**src/rtl/weight_loader.sv**
```systemverilog
// weight_loader
// Fills one layer's weight memory from a serial stream of parameter words.
// All convolution weights are written first, ordered k_x fastest, then k_y,
// then input map, then output map. After them come the per-output biases.
// Every accepted word becomes exactly one memory write in the following cycle.
//
// Ports:
//   clk, rst        - rising-edge clock, synchronous active-high reset
//   start           - begin a load (only honoured in IDLE)
//   in_valid/in_ready/in_data - parameter stream handshake
//   weight_write, bias_write  - registered memory write strobes
//   index_in, index_out, index_k_y, index_k_x - registered memory indices
//                     (index_k_x carries the bias index on bias writes)
//   out_data        - registered memory write data
//   busy            - load in progress (LOAD_W, LOAD_B, FINISH)
//   done            - one-cycle completion pulse
module weight_loader #(
  parameter int NUM_INPUTS  = 1,
  parameter int NUM_OUTPUTS = 1,
  parameter int DIM         = 1,
  parameter int DATA_SIZE   = 64
) (
  input  logic                 clk,
  input  logic                 rst,
  input  logic                 start,
  input  logic                 in_valid,
  input  logic [DATA_SIZE-1:0] in_data,
  output logic                 in_ready,
  output logic                 weight_write,
  output logic                 bias_write,
  output logic [15:0]          index_in,
  output logic [15:0]          index_out,
  output logic [15:0]          index_k_y,
  output logic [15:0]          index_k_x,
  output logic [DATA_SIZE-1:0] out_data,
  output logic                 busy,
  output logic                 done
);

  typedef enum logic [2:0] {
    IDLE   = 3'd0,
    LOAD_W = 3'd1,
    LOAD_B = 3'd2,
    FINISH = 3'd3,
    DONE   = 3'd4
  } state_t;

  localparam logic [15:0] K_MAX   = 16'(DIM - 1);
  localparam logic [15:0] IN_MAX  = 16'(NUM_INPUTS - 1);
  localparam logic [15:0] OUT_MAX = 16'(NUM_OUTPUTS - 1);

  state_t      state;
  state_t      state_next;
  logic [15:0] cnt_x;
  logic [15:0] cnt_y;
  logic [15:0] cnt_in;
  logic [15:0] cnt_out;
  logic [15:0] cnt_b;
  logic        xfer;
  logic        wrap_x;
  logic        wrap_y;
  logic        wrap_in;
  logic        last_w;
  logic        last_b;

  // Handshake and counter-boundary decode; in_ready depends on state only.
  always_comb begin
    in_ready = (state == LOAD_W) || (state == LOAD_B);
    busy     = (state == LOAD_W) || (state == LOAD_B) || (state == FINISH);
    done     = (state == DONE);
    xfer     = in_valid && in_ready;
    wrap_x   = (cnt_x == K_MAX);
    wrap_y   = (cnt_y == K_MAX);
    wrap_in  = (cnt_in == IN_MAX);
    last_w   = wrap_x && wrap_y && wrap_in && (cnt_out == OUT_MAX);
    last_b   = (cnt_b == OUT_MAX);
  end

  // State register.
  always_ff @(posedge clk) begin
    if (rst) begin
      state <= IDLE;
    end else begin
      state <= state_next;
    end
  end

  // Next-state logic.
  always_comb begin
    state_next = state;
    case (state)
      IDLE: begin
        if (start) begin
          state_next = LOAD_W;
        end else begin
          state_next = IDLE;
        end
      end
      LOAD_W: begin
        if (xfer && last_w) begin
          state_next = LOAD_B;
        end else begin
          state_next = LOAD_W;
        end
      end
      LOAD_B: begin
        if (xfer && last_b) begin
          state_next = FINISH;
        end else begin
          state_next = LOAD_B;
        end
      end
      FINISH:  state_next = DONE;
      DONE:    state_next = IDLE;
      default: state_next = IDLE;
    endcase
  end

  // Weight and bias position counters; they move only on an accepted word.
  always_ff @(posedge clk) begin
    if (rst || ((state == IDLE) && start)) begin
      cnt_x   <= 16'd0;
      cnt_y   <= 16'd0;
      cnt_in  <= 16'd0;
      cnt_out <= 16'd0;
      cnt_b   <= 16'd0;
    end else if (xfer && (state == LOAD_W)) begin
      // Ripple carry: each counter advances when all faster ones wrap.
      cnt_x <= wrap_x ? 16'd0 : cnt_x + 16'd1;
      if (wrap_x) begin
        cnt_y <= wrap_y ? 16'd0 : cnt_y + 16'd1;
        if (wrap_y) begin
          cnt_in <= wrap_in ? 16'd0 : cnt_in + 16'd1;
          if (wrap_in) begin
            cnt_out <= (cnt_out == OUT_MAX) ? 16'd0 : cnt_out + 16'd1;
          end
        end
      end
    end else if (xfer && (state == LOAD_B)) begin
      cnt_b <= last_b ? 16'd0 : cnt_b + 16'd1;
    end
  end

  // Registered memory write port: strobe, indices and data one cycle after
  // the transfer; indices and data hold while no write is issued.
  always_ff @(posedge clk) begin
    if (rst) begin
      weight_write <= 1'b0;
      bias_write   <= 1'b0;
      index_in     <= 16'd0;
      index_out    <= 16'd0;
      index_k_y    <= 16'd0;
      index_k_x    <= 16'd0;
      out_data     <= '0;
    end else begin
      weight_write <= xfer && (state == LOAD_W);
      bias_write   <= xfer && (state == LOAD_B);
      if (xfer) begin
        out_data <= in_data;
        if (state == LOAD_W) begin
          index_in  <= cnt_in;
          index_out <= cnt_out;
          index_k_y <= cnt_y;
          index_k_x <= cnt_x;
        end else begin
          index_in  <= 16'd0;
          index_out <= 16'd0;
          index_k_y <= 16'd0;
          index_k_x <= cnt_b;
        end
      end
    end
  end

endmodule

```
**config.mk**
```make
export PLATFORM = sky130hd
export DESIGN_NAME = weight_loader
export DESIGN_NICKNAME = d
export VERILOG_FILES = /design/src/rtl/weight_loader.sv
export SDC_FILE = /design/constraint.sdc
export NUM_CORES = 1
export LEC_CHECK = 0
export CORE_MARGIN = 2
export CORE_UTILIZATION = 35
export DETAILED_ROUTE_END_ITERATION = 6
export PLACE_DENSITY = 0.65
export SYNTH_ARGS = -nofsm -noshare
export SYNTH_HDL_FRONTEND = slang
export SYNTH_SLANG_ARGS = --single-unit
export TNS_END_PERCENT = 30
```
**constraint.sdc**
```tcl
create_clock -name clk -period 5.8 [get_ports clk]
set_input_delay 1.45 -clock clk [delete_from_list [all_inputs] [get_ports clk]]
set_output_delay 1.45 -clock clk [all_outputs]
set_load 0.005 [all_outputs]
```
==> key figures, run 1 <==
Synthesis
  • Post-Synthesis Cell Area: ~0.0086 sq mm
  • Syn Area/Cell: 8.80 sq um
  • Main flop type after synthesis: dfxtp_1
  • Post-synthesis simple-gate area fraction: 24.7%
  • Compound-Gate Fraction of Synth Area: 13.0%
  • Synth Net Count: 1060
  • Main combinational cell family by area after synthesis: simple AND/OR/NAND/NOR gates
  • Sequential share of the synthesized area: 49.3%
  • Flops & latches, synth: 213
  • Mapped Cells: 982
  • Async SR Flop Fraction: 0%
  • Mux share of post-synthesis cell area: under 10%
  • Area leader, netlist: dfxtp_1
  • Post-Synth XOR/XNOR Area: 5.67%
  • Cell variety after synth: 54
  • Synth Warn #: 0
  • Area share of fa/ha/maj cells after synthesis: about 1.4%
  • EDFF count, synth: 0
  • Synth top area cells: dfxtp_1 (49%), nand2_1 (6.7%), a22o_1 (4.9%)
  • Yosys top cell area share: between 40% and 50%

Timing
  • Final Hold Viols: 0
  • Slew HR: 21.8%
  • Final Critical Period: about 4 ns
  • Max Clock Freq: 251 MHz
  • Slew Limit Fails: 0
  • Setup violations, final: 0
  • Worst setup margin: 1.82 ns
  • Fin Setup TNS: 0 ns
  • Final worst-path cycle share: about two thirds
  • Clock Skews: 0.00997 ns
  • RSZ-0062 raised after global routing: no
  • Hold slack: 0.451 ns
  • Actual slew at the worst max-slew pin: 1.17 ns

Critical path
  • Critical path cell sequence: clkdlybuf4s50_1 > nand4bb_1 > buf_4 > nor3_1 > nand2b_1 > nor2_1
  • CP bufs+invs: 2
  • Depth of the most critical reg-to-reg path: 5
  • Slowest cell delay on critical path: between 0.6 and 0.7 ns
  • Delay-heaviest family, CP: simple AND/OR/NAND/NOR gates
  • R2R Path Start: state[2]
  • Slowest cell on crit path: clkdlybuf4s50_1
  • Reg2reg end: cnt_y[2]
  • CP Class: input pin to flip-flop
  • Nature of the critical path startpoint: input pin
  • Setup crit end kind: flip-flop
  • Required @ worst endpoint: 6.17 ns
  • R2R Setup Slk: 2.86 ns
  • WP data arrival: around 4.4 ns
  • Peak fanout along the critical path: 16

Floorplanning
  • Core Area: ~0.024 sq mm
  • Std-Cell Rows: 57
  • Die Ht: 161 um
  • Die Width: roughly 160 um
  • Starting Density: 35.5%
  • # IOs: 201
  • Die area: roughly 0.026 sq mm

Clocking
  • Clock-pin slew of the registers on the worst-case setup and hold paths: 0.06 ns
  • H-tree Lvls: 1
  • CTS tree: yes
  • Hold buffers post-CTS: 0
  • Clock Tree Buf Depth: 3
  • Setup bufs post-CTS: 0
  • Cts repair resizes: 0
  • Root Driver: clkbuf_16
  • # clock sinks: about 210
  • Clk Latency, worst-skew pair: 0.51 ns
  • CTS Buf Count: 25

Place
  • Placed cell area: between 0.01 and 0.015 sq mm
  • Gpl congestion: ~0.8
  • Pre-CTS setup slack: 1.37 ns
  • Detailed Place HPWL: ~16 mm
  • Port bufs: 200

Route
  • Drt via density: 4.98
  • Detailed-route via count: 7421
  • WL/cell: 15.8 um
  • DRT iter0 DRCs: 529
  • Post-DRT Antenna Nets: 0
  • Pre-antenna DRT Iters: 4
  • Final WL: 23.6 mm
  • Number of remaining DRC errors: 0

Global routing
  • Antenna violations before repair: 1
  • Vias in the first global route: 6973
  • GR Util All Layers: 17.5%
  • Largest net degree at the start of global routing: 87
  • Total grt overflow: 0
  • First-pass GRT wire length: 37.5 mm

Worst hold path
  • WHS Endpoint: out_data[45]
  • Hold_sp: out_data[45]
  • Min-delay worst type: flip-flop to flip-flop
  • Hold depth: 2

Outcome
  • Status: finished, final reports clean

Layout
  • # diodes: 0
  • Fin area: approximately 0.012 sq mm
  • Final #Nets: 1228
  • Area growth from synthesis to layout: 35.2%
  • Fraction of layout cells with a size suffix above 1: 5.32%

Power
  • LEAKAGE: ~3.9 nW
  • Pwr Density: between 200 and 300 mW/mm^2
  • Worst vdd ir: ~180 uV

Run
  • Max-cap viol count: 0
## metal layers
metal	track usage, %	wire, um	vias up
li1	-	-	3778
met1	24.3	11300	3406
met2	28.1	10400	211
met3	3.98	1580	24
met4	3.41	316	2
met5	0	16	-
## state kept, by name, summed over array words and instances (netlist names)
name,count
out_data,64
cnt_b,16
cnt_in,16
cnt_out,16
cnt_x,16
cnt_y,16
index_in,16
index_k_x,16
index_k_y,16
index_out,16
state,3
bias_write,1
weight_write,1
## worst max-delay path by stage
stage          cells past startpoint     endpoint  slack (ns)      from
5_1_grt                            6     cnt_y[7]        1.56  in_valid
3_3_place_gp                       6    cnt_y[14]        1.48  in_valid
6_report                           6     cnt_y[2]        1.82  in_valid
4_1_cts                            6     cnt_y[2]        1.87  in_valid
2_1_floorplan                      6  cnt_out[13]        2.64  in_valid
3_5_place_dp                       6     cnt_y[2]        1.37  in_valid
## logic make-up (layout without fill, tap and decap cells)
kind of cell               after synthesis  in the layout
AOI/OAI and AO/OA                      170            170
xor gates and xnor gates                56             56
adders and majority gates               10             10
buffers and inverters                   86            270
DFF                                    213            213
muxes                                   16             16
and+or+nand+nor                        431            431
## cells in the final DEF, fill, tap and decap left out, types with 19 or more instances in the layout
| master | instances |
|---|---|
| dfxtp_1 | 213 |
| clkdlybuf4s50_1 | 199 |
| nand2_1 | 153 |
| nor2_1 | 95 |
| a21oi_1 | 81 |
| a22o_1 | 48 |
| xnor2_1 | 37 |
| nand4_1 | 28 |
| nor3_1 | 27 |
| nand3_1 | 26 |
| nor4_1 | 26 |
| clkbuf_16 | 25 |
| xor2_1 | 19 |
## where the power goes
group / switching [W] / internal, W
logic: 0.000134 / 0.000128
clock network: 0.000594 / 0.000952
registers: 0.0000173 / 0.00149
total: 0.000746 / 0.00257
## cells in the mapped netlist (8+ instances only)
| cell | number |
|---|---|
| nor3_1 | 27 |
| nor4_1 | 26 |
| a21oi_1 | 81 |
| a211oi_1 | 18 |
| mux2i_1 | 15 |
| nor2_1 | 97 |
| nand4_1 | 28 |
| xor2_1 | 19 |
| dfxtp_1 | 213 |
| and4_1 | 12 |
| ha_1 | 10 |
| nand2_1 | 154 |
| buf_1 | 8 |
| o21ai_0 | 9 |
| nand3_1 | 26 |
| or3_1 | 9 |
| inv_1 | 18 |
| xnor2_1 | 37 |
| a22o_1 | 48 |
| and3_1 | 15 |
| clkbuf_1 | 52 |
## layout make-up
cell class | count | area, sq um
Tap cell | 324 | 405
Clock inverter | 6 | 82.6
Clock buffer | 37 | 731
Timing Repair Buffer | 209 | 2070
Multi-Input combinational cell | 683 | 4070
Sequential cell | 213 | 4260
Inverter | 18 | 67.6
Fill cell | 2326 | 12600
## worst register-to-register path, stage by stage (launching register included)
cell       delay [ns]
dfxtp_1          0.43
nand4bb_1        0.66
buf_4            0.43
nor3_1           0.55
nand2b_1         0.61
nor2_1           0.12
## through the flow
stage / total power, W / instances / utilization [%]
final: 0.00332 / 1490 / 48.0
after global routing: 0.00345 / 1490 / 48.0
after CTS: 0.00336 / 1490 / 48.0
after detailed placement: 0.00181 / 1447 / 44.7
after global placement: 0.00181 / 1447 / 44.7
after floorplan: 0.00166 / 982 / -
Note: power is estimated with default switching activity, not from simulation.
==> inputs of run 2 (changes only) <==
==> constraint.sdc (replaced) <==
create_clock -name clk -period 4 [get_ports clk]
set_input_delay 1 -clock clk [delete_from_list [all_inputs] [get_ports clk]]
set_output_delay 1 -clock clk [all_outputs]
set_load 0.005 [all_outputs]
==> run 2 against run 1 <==
Net effect: sequential power grew 45%; via count grew 2.7%; combinational power grew 48%; power grew 47%; final cell count grew 0.74%; critical path depth is the same; clock power grew 49%; die area is the same; sequential share of layout area shrank 0.32 points; cell area grew 0.88%; routed wire length grew 0.79%; critical path type unchanged; critical endpoint is now cnt_out[12]; largest cell class unchanged.
==> key figures, run 2 (same netlist as run 1, synthesis figures left out) <==
Outcome
  • Status: finished, final reports clean

Floorplanning
  • Die area: 0.0260 sq mm (unchanged)
  • # IOs: 201 (unchanged)
  • Die Width: 161 um (unchanged)
  • Die Ht: 161 um (unchanged)
  • Core Area: 0.0243 sq mm (unchanged)
  • Std-Cell Rows: 57 (unchanged)
  • Starting Density: 35.5% (unchanged)

Layout
  • Most frequent cells in the layout: dfxtp_1 (213), clkdlybuf4s50_1 (199), nand2_1 (153), nor2_1 (95), a21oi_1 (81)
  • Area growth from synthesis to layout: 36.4%
  • Commonest non-fill, non-tap cell in the layout: dfxtp_1
  • Fraction of layout cells with a size suffix above 1: 6.12% (+0.81 points)
  • Max reg flops: 64 (unchanged)
  • FF/Latch Area: 0.00426 sq mm (unchanged)
  • Final #Nets: 1236 (+0.65%)
  • Biggest register: out_data
  • Final Non-Filler Cells: 1501 (+0.74%)
  • Fill cells: 2275 (-2.2%)
  • Area occupied by multi-input gates: 0.00407 sq mm (unchanged)

Critical path
  • CP bufs+invs: 1 (-1)
  • Setup crit end kind: flip-flop
  • Slowest cell delay on critical path: 0.65 ns (+0.04 ns)
  • Nature of the critical path startpoint: input pin
  • WP data arrival: 3.60 ns (-0.75 ns)
  • Delay-heaviest family, CP: simple AND/OR/NAND/NOR gates
  • Slowest cell on crit path: clkdlybuf4s50_1
  • CP Class: input pin to flip-flop
  • Critical path cell sequence: clkdlybuf4s50_1 > nand4bb_1 > or4_1 > nor4_1 > and4_1 > nor4_1
  • Most used cell, CP: nor4_1
  • Required @ worst endpoint: 4.39 ns (-1.78 ns)
  • Peak fanout along the critical path: 9 (-7)

Route
  • DRT iter0 DRCs: 422 (-20%)
  • Drt via density: 5.08 (+1.9%)
  • Number of remaining DRC errors: 0 (unchanged)
  • Post-DRT Antenna Nets: 0 (unchanged)
  • Detailed-route via count: 7619 (+2.7%)
  • Final WL: 23.8 mm (+0.79%)
  • WL/cell: 15.8 um (about the same)
  • Pre-antenna DRT Iters: 4 (unchanged)

Clocking
  • CTS Buf Count: 25 (unchanged)
  • # clock sinks: 213 (unchanged)
  • Clock-pin slew of the registers on the worst-case setup and hold paths: 0.06 ns (about the same)
  • Clk Latency, worst-skew pair: 0.52 ns (about the same)
  • Hold buffers post-CTS: 0 (unchanged)
  • Setup bufs post-CTS: 0 (unchanged)
  • Clock Tree Buf Depth: 3 (unchanged)
  • Cts repair resizes: 0 (unchanged)
  • Root Driver: clkbuf_16
  • CTS tree: yes
  • H-tree Lvls: 1 (unchanged)

Global routing
  • GR Util All Layers: 17.8% (+0.32 points)
  • First-pass GRT wire length: 38.2 mm (+1.7%)
  • Antenna violations before repair: 1 (unchanged)
  • Total grt overflow: 0 (unchanged)
  • Vias in the first global route: 7118 (+2.1%)
  • Largest net degree at the start of global routing: 86 (-1.1%)

Run
  • Max-cap viol count: 0 (unchanged)

Place
  • Detailed Place HPWL: 16.4 mm (+2.7%)
  • Pre-CTS setup slack: 0.321 ns (-1.05 ns)
  • Port bufs: 200 (unchanged)
  • Gpl congestion: 0.821 (+1.3%)
  • Placed cells: 1455 (+0.55%)

Power
  • Pwr Density: 415 mW/mm^2 (+46%)
  • PnR Total Power: 0.00489 W (+47%)
  • LEAKAGE: 3.99 nW (+1.6%)
  • Worst vdd ir: 268 uV (+52%)

Timing
  • Setup violations, final: 0 (unchanged)
  • Worst setup margin: 0.792 ns (-1.03 ns)
  • Actual slew at the worst max-slew pin: 1.08 ns (-0.0937 ns)
  • RSZ-0062 raised after global routing: no
  • Slew Limit Fails: 0 (unchanged)
  • Final worst-path cycle share: 80.2%
  • Clock Skews: 0.0119 ns (+0.00193 ns)
  • Max Clock Freq: 312 MHz
  • Final Critical Period: around 3.2 ns
  • Slew HR: 27.7% (+6.0 points)
  • Fin Setup TNS: 0 ns (unchanged)
  • Final Hold Viols: 0 (unchanged)

Worst hold path
  • Min-delay worst type: flip-flop to flip-flop
==> run 2: area by class of cell <==
class	instances	area share, %
Antenna cell	1	0.0212
Sequential cell	213	36.2
Tap cell	324	3.44
Multi-Input combinational cell	683	34.5
Clock inverter	9	1.05
Clock buffer	36	6.08
Inverter	18	0.573
Timing Repair Buffer	217	18.2
==> run 2: path summary, 6_finish.rpt <==
kind	depth (start not counted)	slack (ns)	startpoint	to
hold / removal	2	0.45	out_data[32]	out_data[32]
setup / recovery	6	0.79	in_valid	cnt_out[12]
hold reg to reg	2	0.45	out_data[32]	out_data[32]
setup reg to reg	7	1.09	cnt_y[0]	cnt_out[5]
==> run 2: power by group <==
group          internal, W  total (W)  leakage [nW]  switching [W]
Clock              0.00143    0.00231         0.418       0.000879
Sequential         0.00217    0.00219          1.72      0.0000250
Combinational     0.000192   0.000387          1.85       0.000195
Total              0.00379    0.00489          3.99        0.00110
==> run 2: per-stage QoR <==
step,hold slack [ns],cell area [sq um],util [%]
floorplan,0.453,8640,-
global placement,0.441,10900,45.0
detailed placement,0.446,10900,45.0
CTS,0.454,11800,48.5
global route,0.471,11800,48.5
finish,0.451,11800,48.5
==> run 2: routing by layer <==
layer / up-vias / wire length, um / global-route usage, %
met5: - / 0 / 0
met4: 0 / 498 / 4.22
met3: 31 / 1520 / 3.70
met2: 241 / 10600 / 28.8
met1: 3544 / 11100 / 24.4
li1: 3803 / - / -
==> run 2: worst register-to-register path, cell delays in order, from the launching register on <==
cell	delay, ns
dfxtp_1	0.37
inv_1	0.08
ha_1	0.13
nor4b_2	0.20
nand4_1	0.63
or4_4	0.76
or4_1	0.51
a21oi_1	0.14
==> inputs of run 3 (changes only) <==
--- a/config.mk
+++ b/config.mk
@@ -8,7 +8,7 @@
 export CORE_MARGIN = 2
 export CORE_UTILIZATION = 35
 export DETAILED_ROUTE_END_ITERATION = 6
-export PLACE_DENSITY = 0.65
+export PLACE_DENSITY = 0.68
 export SYNTH_ARGS = -nofsm -noshare
 export SYNTH_HDL_FRONTEND = slang
 export SYNTH_SLANG_ARGS = --single-unit
==> constraint.sdc (replaced) <==
create_clock -name clk -period 2.85 [get_ports clk]
set_input_delay 0.7125 -clock clk [delete_from_list [all_inputs] [get_ports clk]]
set_output_delay 0.7125 -clock clk [all_outputs]
set_load 0.005 [all_outputs]
==> run 3 against run 2 <==
Net effect: die area unchanged; count of clock-buffer cells in the layout rose by 2; flip-flop and latch count unchanged; register-to-register slack got worse by 0.71 ns; final cell count up 0.60%; combinational power rose by 44%; routed wire length down 2.5%; critical endpoint is now cnt_out[0]; largest power group is now registers.
==> key figures, run 3 (same netlist as run 1, synthesis figures left out) <==
Route
  • DRT iter0 DRCs: 444 (+5.2%)
  • DR WL met3: 1.48 mm (-2.6%)
  • Wire length on met1: 10.9 mm (-2.5%)
  • WL/cell: 15.4 um (-3.1%)
  • Pre-antenna DRT Iters: 4 (unchanged)
  • Post-DRT Antenna Nets: 0 (unchanged)
  • Detailed-route via count: 7557 (-0.81%)
  • Number of remaining DRC errors: 0 (unchanged)
  • Met2 WL: 10.4 mm (-2.6%)
  • DR top layer: met5
  • Final WL: 23.2 mm (-2.5%)
  • Drt via density: 5.00 (-1.4%)

Clocking
  • Hold buffers post-CTS: 0 (unchanged)
  • Clock Tree Buf Depth: 3 (unchanged)
  • Clk Latency, worst-skew pair: 0.51 ns (about the same)
  • CTS tree: yes
  • # clock sinks: 213 (unchanged)
  • Clock-pin slew of the registers on the worst-case setup and hold paths: 0.06 ns (about the same)
  • CTS Buf Count: 24 (-4.0%)
  • H-tree Lvls: 1 (unchanged)
  • Root Driver: clkbuf_16

Timing
  • Final Hold Viols: 0 (unchanged)
  • RSZ-0062 raised after global routing: no
  • Final worst-path cycle share: 86.7%
  • Slew HR: 29.0% (+1.2 points)
  • Clock Skews: 0.00917 ns (-0.00272 ns)
  • Worst setup margin: 0.380 ns (-0.411 ns)
  • Final Critical Period: 2.47 ns
  • Hold slack: 0.452 ns (+0.000581 ns)
  • Max Clock Freq: 405 MHz
  • Setup violations, final: 0 (unchanged)
  • Actual slew at the worst max-slew pin: 1.06 ns (-0.0138 ns)
  • Slew Limit Fails: 0 (unchanged)

Global routing
  • Vias in the first global route: 7089 (-0.41%)
  • Antenna violations before repair: 2 (+1)
  • Largest net degree at the start of global routing: 95 (+10%)
  • Total grt overflow: 0 (unchanged)
  • GR Util All Layers: 17.4% (-0.37 points)
  • First-pass GRT wire length: 37.6 mm (-1.3%)

Layout
  • Most frequent cells in the layout: dfxtp_1 (213), clkdlybuf4s50_1 (198), nand2_1 (153), nor2_1 (95), a21oi_1 (81)
  • Biggest register: out_data
  • Fraction of layout cells with a size suffix above 1: 6.75% (+0.62 points)
  • Final Non-Filler Cells: 1510 (+0.60%)
  • Area growth from synthesis to layout: 37.1%
  • Max reg flops: 64 (unchanged)
  • Final #Nets: 1247 (+0.89%)
  • Commonest non-fill, non-tap cell in the layout: dfxtp_1
  • Final core occ: 48.7% (+0.28 points)
  • # diodes: 0 (-1)

Worst hold path
  • Min-delay worst type: flip-flop to flip-flop
  • Hold depth: 2 (unchanged)
  • Hold_sp: out_data[39]

Floorplanning
  • Core Area: 0.0243 sq mm (unchanged)
  • # IOs: 201 (unchanged)
  • Die Ht: 161 um (unchanged)
  • Std-Cell Rows: 57 (unchanged)
  • Die area: 0.0260 sq mm (unchanged)
  • Starting Density: 35.5% (unchanged)
  • Die Width: 161 um (unchanged)

Power
  • LEAKAGE: 4.04 nW (+1.2%)
  • Clk pwr share: 45.4% (-1.9 points)
  • Sequential share of power: 46.2% (+1.4 points)
  • Worst vdd ir: 423 uV (+58%)
  • Power Internal: 0.00515 W (+36%)
  • Net load switching power: 0.00150 W (+37%)
  • Comb power frac: 8.4% (+0.5 points)
  • Sw frac: 22.6% (+0.11 points)
  • PnR Total Power: 0.00665 W (+36%)
  • Pwr Density: 561 mW/mm^2 (+35%)

Place
  • Pre-CTS setup slack: -0.0927 ns (-0.414 ns)
  • Gpl congestion: 0.808 (-1.5%)
  • Placed cells: 1467 (+0.82%)
  • Detailed Place HPWL: 15.9 mm (-2.9%)
  • Port bufs: 200 (unchanged)

Critical path
  • CP Launch Point: cnt_y[0]
  • Nature of the critical path startpoint: flip-flop
  • CP Class: flip-flop to flip-flop
  • WP data arrival: 2.91 ns (-0.69 ns)
  • Depth of the most critical reg-to-reg path: 8 (+1)
  • R2R Path Start: cnt_y[0]
  • Setup crit end kind: flip-flop
  • R2R Setup Slk: 0.38 ns (-0.71 ns)
  • Peak fanout along the critical path: 7 (-2)
  • Required @ worst endpoint: 3.29 ns (-1.10 ns)

Outcome
  • Status: finished, final reports clean

Run
  • Max-cap viol count: 0 (unchanged)
run 3: cell types whose count changed in the layout (fill, tap and decap cells not counted), sizes merged, moves of 2 or more:
cell,change
buf,+12
bufinv,-2
clkbuf,+2
clkinv,-2
run 3: path summary, 6_finish.rpt:
path / to
max: cnt_out[0]
min: out_data[39]
max reg2reg: cnt_out[0]
min reg2reg: out_data[39]
run 3: layer usage:
layer | vias to the layer above | global-route usage (%)
met1 | 3463 | 24.0
met4 | 4 | 4.50
li1 | 3806 | -
met2 | 237 | 28.0
met5 | - | 0
met3 | 47 | 3.39
run 3: per-stage QoR:
step / area, sq um / TNS, ns
global placement: 11100 / -0.264
detailed placement: 11100 / -0.424
global route: 11900 / 0
floorplan: 8640 / 0
CTS: 11900 / 0
finish: 11900 / 0
run 3: worst max-delay path, cell delays in order, from the launching register on:
cell and delay (ns):
dfxtp_1 0.36, inv_1 0.08, ha_1 0.15, nor4b_2 0.21, nand4_1 0.36, or4_4 0.59, buf_4 0.16, or3_1 0.33
a21oi_1 0.16
run 3: final cells by class:
type                       count  area, sq um
tap                          324          405
clock inverter                 5         56.3
clock buffer                  38          724
fill                        2280        12500
sequential                   213         4260
inverter                      18         67.6
multi-input combinational    683         4070
timing repair buffer         229         2270
run 3: power groups by stage:
| stage | sequential (W) | clock, W | combinational [W] |
|---|---|---|---|
| after global routing | 0.00308 | 0.00324 | 0.000610 |
| after CTS | 0.00308 | 0.00312 | 0.000566 |
| after detailed placement | 0.00314 | 0 | 0.000562 |
| after floorplan | 0.00314 | 0 | 0.000240 |
| final | 0.00308 | 0.00302 | 0.000558 |
| after global placement | 0.00314 | 0 | 0.000559 |
run 3: repair_timing:
item,4_1_cts,5_1_grt
setup endpoints to repair,0,1
buffers inserted,0,0
gates resized for setup,0,1
hold endpoints to repair,0,0
